==> config.mk <==
export PLATFORM = sky130hd
export DESIGN_NAME = contador_vagas_bcd_flat
export DESIGN_NICKNAME = d
export VERILOG_FILES = /design/src/rtl/contador_vagas_bcd_if.sv /design/src/rtl/contador_vagas_bcd.sv /design/src/flat_wrapper.sv
export SDC_FILE = /design/constraint.sdc
export NUM_CORES = 1
export LEC_CHECK = 0
export ABC_CLOCK_PERIOD_IN_PS = 6200
export CAP_MARGIN = 15
export CORE_MARGIN = 2
export CORE_UTILIZATION = 60
export CTS_CLUSTER_DIAMETER = 80
export DETAILED_ROUTE_END_ITERATION = 8
export GPL_ROUTABILITY_DRIVEN = 0
export GPL_TIMING_DRIVEN = 0
export PLACE_DENSITY = 0.85
export RECOVER_POWER = 25
export SYNTH_ARGS = -nofsm -noshare
export SYNTH_HDL_FRONTEND = slang
export SYNTH_SLANG_ARGS = --single-unit
==> constraint.sdc <==
create_clock -name clk -period 6.2 [get_ports clk]
set_input_delay 0.93 -clock clk [delete_from_list [all_inputs] [get_ports clk]]
set_output_delay 0.93 -clock clk [all_outputs]
set_load 0.02 [all_outputs]
==> src/rtl/contador_vagas_bcd_if.sv <==
// Signal bundle between the parking occupancy counter and its surroundings:
// sensor and enable inputs, and the display and status outputs.
interface contador_vagas_bcd_if;
    logic        sensor_entrada;
    logic        sensor_saida;
    logic        habilitar;
    logic [15:0] dados;
    logic        on_off_DEMUX;
    logic        lotado;
    logic        vazio;
    logic        erro_lotado;

    modport master (
        output sensor_entrada,
        output sensor_saida,
        output habilitar,
        input  dados,
        input  on_off_DEMUX,
        input  lotado,
        input  vazio,
        input  erro_lotado
    );

    modport slave (
        input  sensor_entrada,
        input  sensor_saida,
        input  habilitar,
        output dados,
        output on_off_DEMUX,
        output lotado,
        output vazio,
        output erro_lotado
    );
endinterface

==> src/rtl/contador_vagas_bcd.sv <==
// Parking occupancy counter kept as four BCD digits, with leading-zero blanking
// and a display enable that blinks while the lot is full.
module contador_vagas_bcd #(
    parameter int unsigned CAPACIDADE   = 250,
    parameter int unsigned PISCA_CICLOS = 25000
) (
    input logic                 clk,
    input logic                 rst_n,
    contador_vagas_bcd_if.slave bus
);

    localparam int unsigned BW = (PISCA_CICLOS > 1) ? $clog2(PISCA_CICLOS) : 1;
    localparam logic [BW-1:0] BLINK_LAST = BW'(PISCA_CICLOS - 1);
    localparam logic [15:0] CAP_BCD = {4'((CAPACIDADE / 1000) % 10),
                                       4'((CAPACIDADE / 100) % 10),
                                       4'((CAPACIDADE / 10) % 10),
                                       4'(CAPACIDADE % 10)};
    localparam logic [3:0] BLANK = 4'hA;

    typedef enum logic [1:0] {DESLIGADO, LIGADO, PISCA_ON, PISCA_OFF} estado_t;

    // Digit-wise BCD increment: 9 wraps to 0 and carries onward.
    function automatic logic [15:0] bcd_inc(input logic [15:0] v);
        logic [15:0] r;
        logic        c;
        r = v;
        c = 1'b1;
        for (int i = 0; i < 4; i++) begin
            if (c) begin
                if (v[4*i +: 4] == 4'd9) begin
                    r[4*i +: 4] = 4'd0;
                end else begin
                    r[4*i +: 4] = v[4*i +: 4] + 4'd1;
                    c = 1'b0;
                end
            end
        end
        return r;
    endfunction

    // Digit-wise BCD decrement: 0 wraps to 9 and borrows onward.
    function automatic logic [15:0] bcd_dec(input logic [15:0] v);
        logic [15:0] r;
        logic        b;
        r = v;
        b = 1'b1;
        for (int i = 0; i < 4; i++) begin
            if (b) begin
                if (v[4*i +: 4] == 4'd0) begin
                    r[4*i +: 4] = 4'd9;
                end else begin
                    r[4*i +: 4] = v[4*i +: 4] - 4'd1;
                    b = 1'b0;
                end
            end
        end
        return r;
    endfunction

    // Bit 0 = s1, bit 1 = s2, bit 2 = s3 (history).
    logic [2:0]    ent_sync_q, sai_sync_q;
    logic          ev_ent, ev_sai;
    logic [15:0]   count_q, count_d;
    logic [15:0]   dados_q, dados_d;
    logic          erro_q, erro_d;
    logic          cheio, vazio;
    estado_t       estado_q, estado_d;
    logic [BW-1:0] blink_q, blink_d;
    logic          on_off_q, on_off_d;
    logic          blank3, blank2, blank1;

    assign ev_ent = ent_sync_q[1] & ~ent_sync_q[2];
    assign ev_sai = sai_sync_q[1] & ~sai_sync_q[2];
    assign cheio  = (count_q == CAP_BCD);
    assign vazio  = (count_q == 16'h0000);

    always_comb begin
        count_d = count_q;
        erro_d  = 1'b0;
        unique case ({ev_ent, ev_sai})
            2'b10: begin
                if (cheio) erro_d  = 1'b1;
                else       count_d = bcd_inc(count_q);
            end
            2'b01: begin
                if (!vazio) count_d = bcd_dec(count_q);
            end
            default: ;
        endcase
    end

    // A digit blanks only when it and everything above it are zero.
    always_comb begin
        blank3  = (count_q[15:12] == 4'd0);
        blank2  = blank3 & (count_q[11:8] == 4'd0);
        blank1  = blank2 & (count_q[7:4] == 4'd0);
        dados_d = count_q;
        if (blank3) dados_d[15:12] = BLANK;
        if (blank2) dados_d[11:8]  = BLANK;
        if (blank1) dados_d[7:4]   = BLANK;
    end

    always_comb begin
        estado_d = estado_q;
        blink_d  = blink_q;
        if (!bus.habilitar) begin
            estado_d = DESLIGADO;
            blink_d  = '0;
        end else if (!cheio) begin
            estado_d = LIGADO;
            blink_d  = '0;
        end else begin
            unique case (estado_q)
                DESLIGADO, LIGADO: begin
                    estado_d = PISCA_ON;
                    blink_d  = '0;
                end
                PISCA_ON: begin
                    if (blink_q == BLINK_LAST) begin
                        estado_d = PISCA_OFF;
                        blink_d  = '0;
                    end else begin
                        blink_d = blink_q + BW'(1);
                    end
                end
                PISCA_OFF: begin
                    if (blink_q == BLINK_LAST) begin
                        estado_d = PISCA_ON;
                        blink_d  = '0;
                    end else begin
                        blink_d = blink_q + BW'(1);
                    end
                end
                default: ;
            endcase
        end
        // Registered from the next state so a habilitar change shows after one edge.
        on_off_d = (estado_d == LIGADO) || (estado_d == PISCA_ON);
    end

    always_ff @(posedge clk or negedge rst_n) begin
        if (!rst_n) begin
            ent_sync_q <= '0;
            sai_sync_q <= '0;
            count_q    <= '0;
            dados_q    <= 16'hAAA0;
            erro_q     <= 1'b0;
            estado_q   <= DESLIGADO;
            blink_q    <= '0;
            on_off_q   <= 1'b0;
        end else begin
            ent_sync_q <= {ent_sync_q[1:0], bus.sensor_entrada};
            sai_sync_q <= {sai_sync_q[1:0], bus.sensor_saida};
            count_q    <= count_d;
            dados_q    <= dados_d;
            erro_q     <= erro_d;
            estado_q   <= estado_d;
            blink_q    <= blink_d;
            on_off_q   <= on_off_d;
        end
    end

    assign bus.dados        = dados_q;
    assign bus.on_off_DEMUX = on_off_q;
    assign bus.lotado       = cheio;
    assign bus.vazio        = vazio;
    assign bus.erro_lotado  = erro_q;

endmodule

==> src/flat_wrapper.sv <==
// flat-port wrapper written by rule: the top's interface ports become plain ports
module contador_vagas_bcd_flat 
#(
    parameter int unsigned CAPACIDADE   = 250,
    parameter int unsigned PISCA_CICLOS = 25000
)
  (clk, rst_n, bus_sensor_entrada, bus_sensor_saida, bus_habilitar, bus_dados, bus_on_off_DEMUX, bus_lotado, bus_vazio, bus_erro_lotado);
  contador_vagas_bcd_if bus_i ();
  input logic clk;
  input logic rst_n;
  input wire logic [$bits(bus_i.sensor_entrada)-1:0] bus_sensor_entrada;
  input wire logic [$bits(bus_i.sensor_saida)-1:0] bus_sensor_saida;
  input wire logic [$bits(bus_i.habilitar)-1:0] bus_habilitar;
  output wire logic [$bits(bus_i.dados)-1:0] bus_dados;
  output wire logic [$bits(bus_i.on_off_DEMUX)-1:0] bus_on_off_DEMUX;
  output wire logic [$bits(bus_i.lotado)-1:0] bus_lotado;
  output wire logic [$bits(bus_i.vazio)-1:0] bus_vazio;
  output wire logic [$bits(bus_i.erro_lotado)-1:0] bus_erro_lotado;
  assign bus_i.sensor_entrada = bus_sensor_entrada;
  assign bus_i.sensor_saida = bus_sensor_saida;
  assign bus_i.habilitar = bus_habilitar;
  assign bus_dados = bus_i.dados;
  assign bus_on_off_DEMUX = bus_i.on_off_DEMUX;
  assign bus_lotado = bus_i.lotado;
  assign bus_vazio = bus_i.vazio;
  assign bus_erro_lotado = bus_i.erro_lotado;
  contador_vagas_bcd #(.CAPACIDADE(CAPACIDADE), .PISCA_CICLOS(PISCA_CICLOS)) u_core (.clk(clk), .rst_n(rst_n), .bus(bus_i));
endmodule
-- Word-level counts from Yosys, hierarchy flattened
Index checks and enable logic that the tools add are counted.
- latch bits: 0
- memories kept: 0
- input port bits: 5
- memory bits (read-only): 0
- bits in writable memories: 0
- output and inout port bits: 20
- bits in registers: 57
- reductions and logical operators: 14
- add/subtract/negate cells: 9
- $lt $le $gt $ge: 0
- eq/ne operators: 21
- div/mod/pow operators: 0
- multiplexer cells: 53
- bitwise logic cells: 6
- $mul: 0
- shifts and indexed selects: 0
- operators by type and width (operator ; count):
    4-bit two-way mux ; 17
    15-bit two-way mux ; 3
    16-bit two-way mux ; 2
    16-bit case mux with 2 select lines ; 1
    15-bit case mux with 2 select lines ; 1
    1-bit two-way mux ; 24
    4-bit by 1-bit adder with 4-bit output (second input constant) ; 4
    16-bit by 10-bit equality test with 1-bit output (second input constant) ; 1
    4-bit equality test (second input constant) ; 4
    16-bit logical NOT ; 1
    4-bit logical NOT ; 4
    4-bit by 1-bit subtractor with 4-bit output (second input constant) ; 4
    15-bit by 1-bit adder with 15-bit output (second input constant) ; 1
    15-bit equality test (second input constant) ; 1
    5-bit AND reduction ; 3
    2-bit by 1-bit != test with 1-bit output (second input constant) ; 6
    2-bit equality test (second input constant) ; 4
    2-bit two-way mux ; 4
    2-bit by 1-bit equality test with 1-bit output (second input constant) ; 3
    2-bit case mux with 3 select lines ; 1
    1-bit bitwise AND ; 4
    2-bit != test (second input constant) ; 2
    2-bit OR reduction ; 2
    3-bit AND reduction ; 1
    4 further kinds ; 5

-- Longest topological paths before layout
Gate-level depths: netlist of the first run.
- depth after elaboration: 13
- depth in mapped cells: 9
- depth with buffers taken out: 8

-- Worst setup path before layout of the first run
No wires, ideal clock.
- path type: reg2out
- start: reg u_core.count_q[1]
- end: out bus_lotado
- data arrival time: 1564 ps
- slack: 3706 ps
- data required time: 5270 ps
- stages on the path, launching flop included: 5
- buffers on the path: 1
- cells stage by stage: dfrtp_1 > buf_6 > or4_4 > nor4_4 > and2_2
- cells in the longest elaborated chain, start to end: 1
- ends and longest elaborated chain (what ; RTL line ; RTL):
    start, declared ; contador_vagas_bcd.sv:63 ; logic [15:0] count_q, count_d;
    start signal, assigned ; contador_vagas_bcd.sv:154 ; count_q <= count_d;
    16-bit by 10-bit equality test with 1-bit output ; contador_vagas_bcd.sv:74 ; assign cheio = (count_q == CAP_BCD);
    end, declared ; flat_wrapper.sv:16 ; output wire logic [$bits(bus_i.lotado)-1:0] bus_lotado;
No other way between the ends.

-- Worst setup path after layout of the first run
- start: reg u_core.count_q[14]
- end: out bus_vazio
- cells in the longest elaborated chain, start to end: 1
- ends and longest elaborated chain (what ; RTL line ; RTL):
    16-bit logical NOT ; contador_vagas_bcd.sv:75 ; assign vazio = (count_q == 16'h0000);
    end, declared ; flat_wrapper.sv:17 ; output wire logic [$bits(bus_i.vazio)-1:0] bus_vazio;
No other way between the ends.

==> flow_summary.ini, run 1 <==
[sta]
setup_viol = 0
rsz0062_at_grt = no
slew_headroom_pct = 2.182
slew_viol_final = 0
fmax_mhz = 271.2
period_share_pct = 59.47
period_needed_ps = 3687
finalSetupTns_ps = 0
final-hold-violation-count = 0
finClkSkew_ps = 8.296
fin_ws_ps = 2513
worst_pin_slew_ps = 1467

[setup_path]
cp-endpoint = bus_vazio
critPathArrivalTime_ps = 2760
worstSetupStartpointType = register
crit_start = u_core.count_q[14]
crit_type = register to output port
required_ps = 5270
r2r_start = u_core.sai_sync_q[2]
path_max_fanout = 9
worst_r2r_path_depth = 8
rrSetupSlack_ps = 3720
regToRegEndpoint = u_core.count_q[15]
critPathCaptureType = output port

[detailed_routing]
wl_um = 5641
remaining_drc_errors = 0
vias = 2218
wire_per_inst_um = 14.07
ant_nets = 0
dr.pass1.iters = 4
dr.first_iter.drc_count = 187
vias_per_cell = 5.531

[yosys]
ys.flop_type = dfrtp_1
async_flop_share_pct = 100.0
synth.most_common_cell = dfrtp_1
yosysTopAreaCellShare_pct = 43.52
ys_seq_area_share_pct = 48.89
synth_fp_nets = 301
yosysWarnings = 0
syn_area_um2 = 2933
yosys.area.top_type = dfrtp_1
ys_ff_latch = 57
synth_edf_count = 0
ys_top_cells_by_count = 51 x dfrtp_1, 30 x nor2_1, 16 x clkbuf_1, 15 x nand2_1, 14 x inv_1
synth_area_leaders = dfrtp_1 44%, dfstp_2 5.4%, xnor2_1 3.9%
syn_area_per_cell_um2 = 10.01
ys_types = 62
syn_inst = 293

[clock_network]
cts_buffers = 9
cts_tree = built
post_cts_buffers = 0
cts_sinks = 57
ctsResizeCount = 0
path_clk_slew_ps = 60
cts_hold_buf = 0
clk_latency_ps = 330
clockBufferDepth = 2
htreeDepth = 3
root_buffer = clkbuf_8

[finish]
antenna_cells = 0
nets = 337
drive_above_1_share_pct = 11.68
fill_cells = 330
layout.cells.non_filler = 401
area_growth_pct = 16.60
design_area_um2 = 3420

[power_and_ir_drop]
switching_power_uw = 518.9
power_density_nw_per_um2 = 412.6
p_leak_nw = 1.373
comb_power_share_pct = 42.9
seqPwrFrac_pct = 37.5
power_mw = 1.411
pwr-share-clk_pct = 19.6
ir_drop_mv = 0.2113
intPower_uw = 892.1
p_sw_share_pct = 36.77

[die]
die_w_um = 73.92
ios = 25
die_h_um = 73.92
die_area_um2 = 5463
start_util_pct = 62.09
num_rows = 25
fp.coreArea_um2 = 4723

[worst_hold_path]
hp-class = register to register

[run_status]
status = completed

[grt]
grt_pass1_wl_um = 9515
grt_max_degree = 31
grt_overflow = 0
antenna_found_initial = 0
grt_usage_pct = 23.15
first_global_vias = 2081

[placed_design]
dp_hpwl_um = 3937
io_buffers = 24
dp_cells = 385
place_ws_ps = 2891
place_area_um2 = 3272

[flow_run]
maxCapViolCount = 0
[final cells by class]
cell class                 instances  area, um^2  area share, %
clock buffer                      15       146.4          4.281
sequential                        57        1434          41.93
inverter                          14       52.55          1.537
tap                               67       83.83          2.452
timing repair buffer              25       254.0          7.428
multi-input combinational        197        1328          38.82
buffer                            25       116.4          3.403
clock inverter                     1       5.005         0.1464
[flip-flops by register name, indices dropped and copies added (netlist names)]
signal and cells:
u_core.blink_q 15, u_core.bus.dados 16, u_core.count_q 16, u_core.ent_sync_q 3, u_core.bus.on_off_DEMUX 1, u_core.sai_sync_q 3
u_core.bus.erro_lotado 1, u_core.estado_q 2
[cells by family (layout without fill, tap and decap cells)]
kind of cell | after synthesis | in the layout | share of synthesized area, %
AOI/OAI and AO/OA | 53 | 53 | 13.87
xor gates and xnor gates | 25 | 25 | 7.466
adders and majority gates | 3 | 3 | 1.280
buffers and inverters | 39 | 80 | 5.845
DFF | 57 | 57 | 48.89
muxes | 2 | 2 | 0.7252
and+or+nand+nor | 114 | 114 | 21.93
[worst max-delay path, cell delays in order (launching register included)]
cell and delay [ps]:
dfrtp_1 360, clkbuf_1 200, or3_1 380, nor3_1 450, nand3_1 240, nor2_1 180, clkdlybuf4s50_1 620
[placed cells by master, fill, tap and decap left out, types with 6 or more instances in the layout]
cell / n
dfrtp_1: 51
nand3_1: 9
xnor2_1: 13
inv_1: 14
dfstp_2: 6
a21oi_1: 9
nor2_1: 30
clkbuf_8: 9
clkdlybuf4s50_1: 21
nand4_1: 6
nand2_1: 15
clkbuf_1: 25
xor2_1: 12
nand2b_1: 9
o21ai_0: 7
[power by group through the flow]
stage	registers [mW]	logic [mW]	clock network [mW]
after floorplan	0.590	0.365	0
after global placement	0.532	0.587	0
after detailed placement	0.534	0.603	0
after CTS	0.528	0.606	0.286
after global routing	0.539	0.659	0.302
final	0.529	0.606	0.276
[worst min path at each step]
stage	from	to	slack (ps)	cells after the start
3_3_place_gp	u_core.ent_sync_q[0]	u_core.ent_sync_q[1]	330	0
2_1_floorplan	u_core.ent_sync_q[0]	u_core.ent_sync_q[1]	330	0
5_1_grt	u_core.sai_sync_q[0]	u_core.sai_sync_q[1]	350	0
4_1_cts	u_core.sai_sync_q[0]	u_core.sai_sync_q[1]	350	0
3_5_place_dp	u_core.sai_sync_q[0]	u_core.sai_sync_q[1]	340	0
6_report	u_core.sai_sync_q[0]	u_core.sai_sync_q[1]	350	0
[through the flow]
| step | utilization, % | hold WS (ps) |
|---|---|---|
| 2_1_floorplan | - | 331.2 |
| 3_3_place_gp | 68.95 | 332.8 |
| 3_5_place_dp | 69.27 | 337.1 |
| 4_1_cts | 72.48 | 353.1 |
| 5_1_grt | 72.40 | 355.0 |
| 6_report | 72.40 | 349.1 |
[layer usage]
metal / track usage (%) / share of wire, % / up-vias
li1: - / - / 1099
met1: 31.38 / 48 / 1071
met2: 34.92 / 47 / 42
met3: 6.584 / 4.0 / 6
met4: 9.899 / 1.4 / 0
met5: 0 / 0 / -
Note: power is estimated with default switching activity, not from simulation.
==> run 2: changes to the inputs <==
--- a/config.mk
+++ b/config.mk
@@ -5,15 +5,15 @@
 export SDC_FILE = /design/constraint.sdc
 export NUM_CORES = 1
 export LEC_CHECK = 0
-export ABC_CLOCK_PERIOD_IN_PS = 6200
+export ABC_CLOCK_PERIOD_IN_PS = 3850
 export CAP_MARGIN = 15
 export CORE_MARGIN = 2
-export CORE_UTILIZATION = 60
+export CORE_UTILIZATION = 57
 export CTS_CLUSTER_DIAMETER = 80
 export DETAILED_ROUTE_END_ITERATION = 8
 export GPL_ROUTABILITY_DRIVEN = 0
 export GPL_TIMING_DRIVEN = 0
-export PLACE_DENSITY = 0.85
+export PLACE_DENSITY = 0.82
 export RECOVER_POWER = 25
 export SYNTH_ARGS = -nofsm -noshare
 export SYNTH_HDL_FRONTEND = slang
==> constraint.sdc (replaced) <==
create_clock -name clk -period 3.85 [get_ports clk]
set_input_delay 0.5775 -clock clk [delete_from_list [all_inputs] [get_ports clk]]
set_output_delay 0.5775 -clock clk [all_outputs]
set_load 0.02 [all_outputs]
==> run 2 against run 1 <==
- the flow now finishes with violations (capacitance limit, slew limit)
- utilization fell by 4.0 points
- critical path depth unchanged
- first-iteration DRC count shrank 21%
- combinational power up 62%
- die area up 5.0%
- sequential share of layout area fell by 0.38 points
- clock power grew 98%
- clock-buffer cell count decreased by 3
- largest power group unchanged
==> flow_summary.ini, run 2 (synthesis results as in run 1) <==
[run_status]
status = finished, violations left
violations = capacitance limit, slew limit

[setup_path]
path_cells = clkbuf_1, or3_1, nor3_1, nand3_1, nor2_1, clkdlybuf4s50_1
slowest_delay_ps = 620
crit_start = u_core.count_q[14]
cp_slowest_cell = clkdlybuf4s50_1
required_ps = 3270
r2r_start = u_core.sai_sync_q[2]
rrSetupSlack_ps = 1330
path_max_fanout = 9
crit_type = register to output port
critPathCaptureType = output port
worst_r2r_path_depth = 8
worstSetupStartpointType = register
critPathArrivalTime_ps = 2730

[power_and_ir_drop]
ir_drop_mv = 0.4569
power_density_nw_per_um2 = 690.0
power_mw = 2.381
p_leak_nw = 1.391

[die]
die_h_um = 75.73
ios = 25
fp.coreArea_um2 = 5042
num_rows = 26
start_util_pct = 58.16
die_w_um = 75.73
die_area_um2 = 5735

[detailed_routing]
wl_um = 5719
vias = 2280
remaining_drc_errors = 0
dr.first_iter.drc_count = 147
dr.pass1.iters = 4
ant_nets = 0
vias_per_cell = 5.658
wire_per_inst_um = 14.19

[clock_network]
cts_sinks = 57
cts_tree = built
htreeDepth = 3
root_buffer = clkbuf_8
clockBufferDepth = 2
clk_latency_ps = 330
cts_hold_buf = 0
cts_buffers = 9
ctsResizeCount = 0
post_cts_buffers = 0
path_clk_slew_ps = 60

[worst_hold_path]
hp-class = register to register
hold_path_depth = 0
min_from = u_core.sai_sync_q[0]

[sta]
period_needed_ps = 3303
setup_viol = 0
finalSetupTns_ps = 0
worst_pin_slew_ps = 1945
slew_headroom_pct = -29.64
rsz0062_at_grt = no
fmax_mhz = 302.7
finClkSkew_ps = 9.254
slew_viol_final = 39
period_share_pct = 85.80
final-hold-violation-count = 0

[finish]
design_area_um2 = 3451
drive_above_1_share_pct = 12.61
regArea_um2 = 1434
fill_cells = 390
antenna_cells = 0
final_cell_mix = 51 x dfrtp_1, 30 x nor2_1, 21 x clkbuf_1, 21 x clkdlybuf4s50_1, 15 x nand2_1
final_common_cell = dfrtp_1
area_growth_pct = 17.66
multiInputGateArea_um2 = 1328
nets = 337

[grt]
grt_pass1_wl_um = 9825
antenna_found_initial = 0
first_global_vias = 2251
grt_usage_pct = 23.06
grt_overflow = 0
grt_max_degree = 39

[placed_design]
io_buffers = 24
place_area_um2 = 3276
dp_hpwl_um = 3944

[flow_run]
maxCapViolCount = 1
-- run 2: per-layer routing --
metal  global-route usage, %  up-vias  part of all wire (%)  wire length, um
li1                        -     1094                     -                -
met1                   30.10     1102                    46             2611
met2                   35.36       71                    47             2692
met3                   4.894       13                   4.6              262
met4                   13.84        0                   2.7              152
met5                       0        -                     0                0
-- run 2: path summary, 6_finish.rpt --
check	endpoint
max	bus_vazio
min	u_core.sai_sync_q[1]
max reg2reg	u_core.count_q[15]
min reg2reg	u_core.sai_sync_q[1]
max in group asynchronous	u_core.count_q[15]
min in group asynchronous	u_core.sai_sync_q[0]
-- run 2: layout make-up --
class / count / area share [%]
sequential: 57 / 41.55
multi-input combinational: 197 / 38.47
timing repair buffer: 25 / 6.889
clock buffer: 12 / 4.496
buffer: 25 / 3.372
tap: 70 / 2.538
inverter: 14 / 1.523
clock inverter: 3 / 1.160
-- run 2: power by group --
group / leakage (nW) / internal (mW) / switching (mW)
combinational: 0.603 / 0.426 / 0.558
sequential: 0.686 / 0.775 / 0.0753
clock: 0.102 / 0.328 / 0.219
total: 1.39 / 1.53 / 0.852
-- run 2: worst max-delay path, delay by kind of cell (launching register included) --
| kind | cells | cell delay [ps] |
|---|---|---|
| buffers and inverters | 2 | 810 |
| DFF | 1 | 360 |
| and+or+nand+nor | 4 | 1230 |
-- run 2: metrics by stage --
step,hold WS [ps],cells,worst slack (ps),util [%]
2_1_floorplan,281.9,293,1644,-
3_3_place_gp,331.2,387,566.4,64.66
3_5_place_dp,334.7,388,958.5,64.96
4_1_cts,196.2,403,590.0,68.83
5_1_grt,368.1,403,377.7,68.44
6_report,348.7,403,546.6,68.44
==> run 3: changes to the inputs <==
--- a/config.mk
+++ b/config.mk
@@ -5,15 +5,14 @@
 export SDC_FILE = /design/constraint.sdc
 export NUM_CORES = 1
 export LEC_CHECK = 0
-export ABC_CLOCK_PERIOD_IN_PS = 3850
-export CAP_MARGIN = 15
+export ABC_CLOCK_PERIOD_IN_PS = 4100
 export CORE_MARGIN = 2
-export CORE_UTILIZATION = 57
+export CORE_UTILIZATION = 60
 export CTS_CLUSTER_DIAMETER = 80
 export DETAILED_ROUTE_END_ITERATION = 8
 export GPL_ROUTABILITY_DRIVEN = 0
 export GPL_TIMING_DRIVEN = 0
-export PLACE_DENSITY = 0.82
+export PLACE_DENSITY = 0.85
 export RECOVER_POWER = 25
 export SYNTH_ARGS = -nofsm -noshare
 export SYNTH_HDL_FRONTEND = slang
==> constraint.sdc (replaced) <==
create_clock -name clk -period 4.1 [get_ports clk]
set_input_delay 0.615 -clock clk [delete_from_list [all_inputs] [get_ports clk]]
set_output_delay 0.615 -clock clk [all_outputs]
set_load 0.02 [all_outputs]
==> results of run 3 <==
The final DEF is identical to that of run 1. Status: completed.
Among the figures that moved: setup slack after placement 2891 ps -> 1106 ps; setup slack after layout 2513 ps -> 728.1 ps; register-to-register setup slack 3720 ps -> 1620 ps; total power 1.411 mW -> 2.134 mW; worst IR drop on VDD 0.2113 mV -> 0.3195 mV
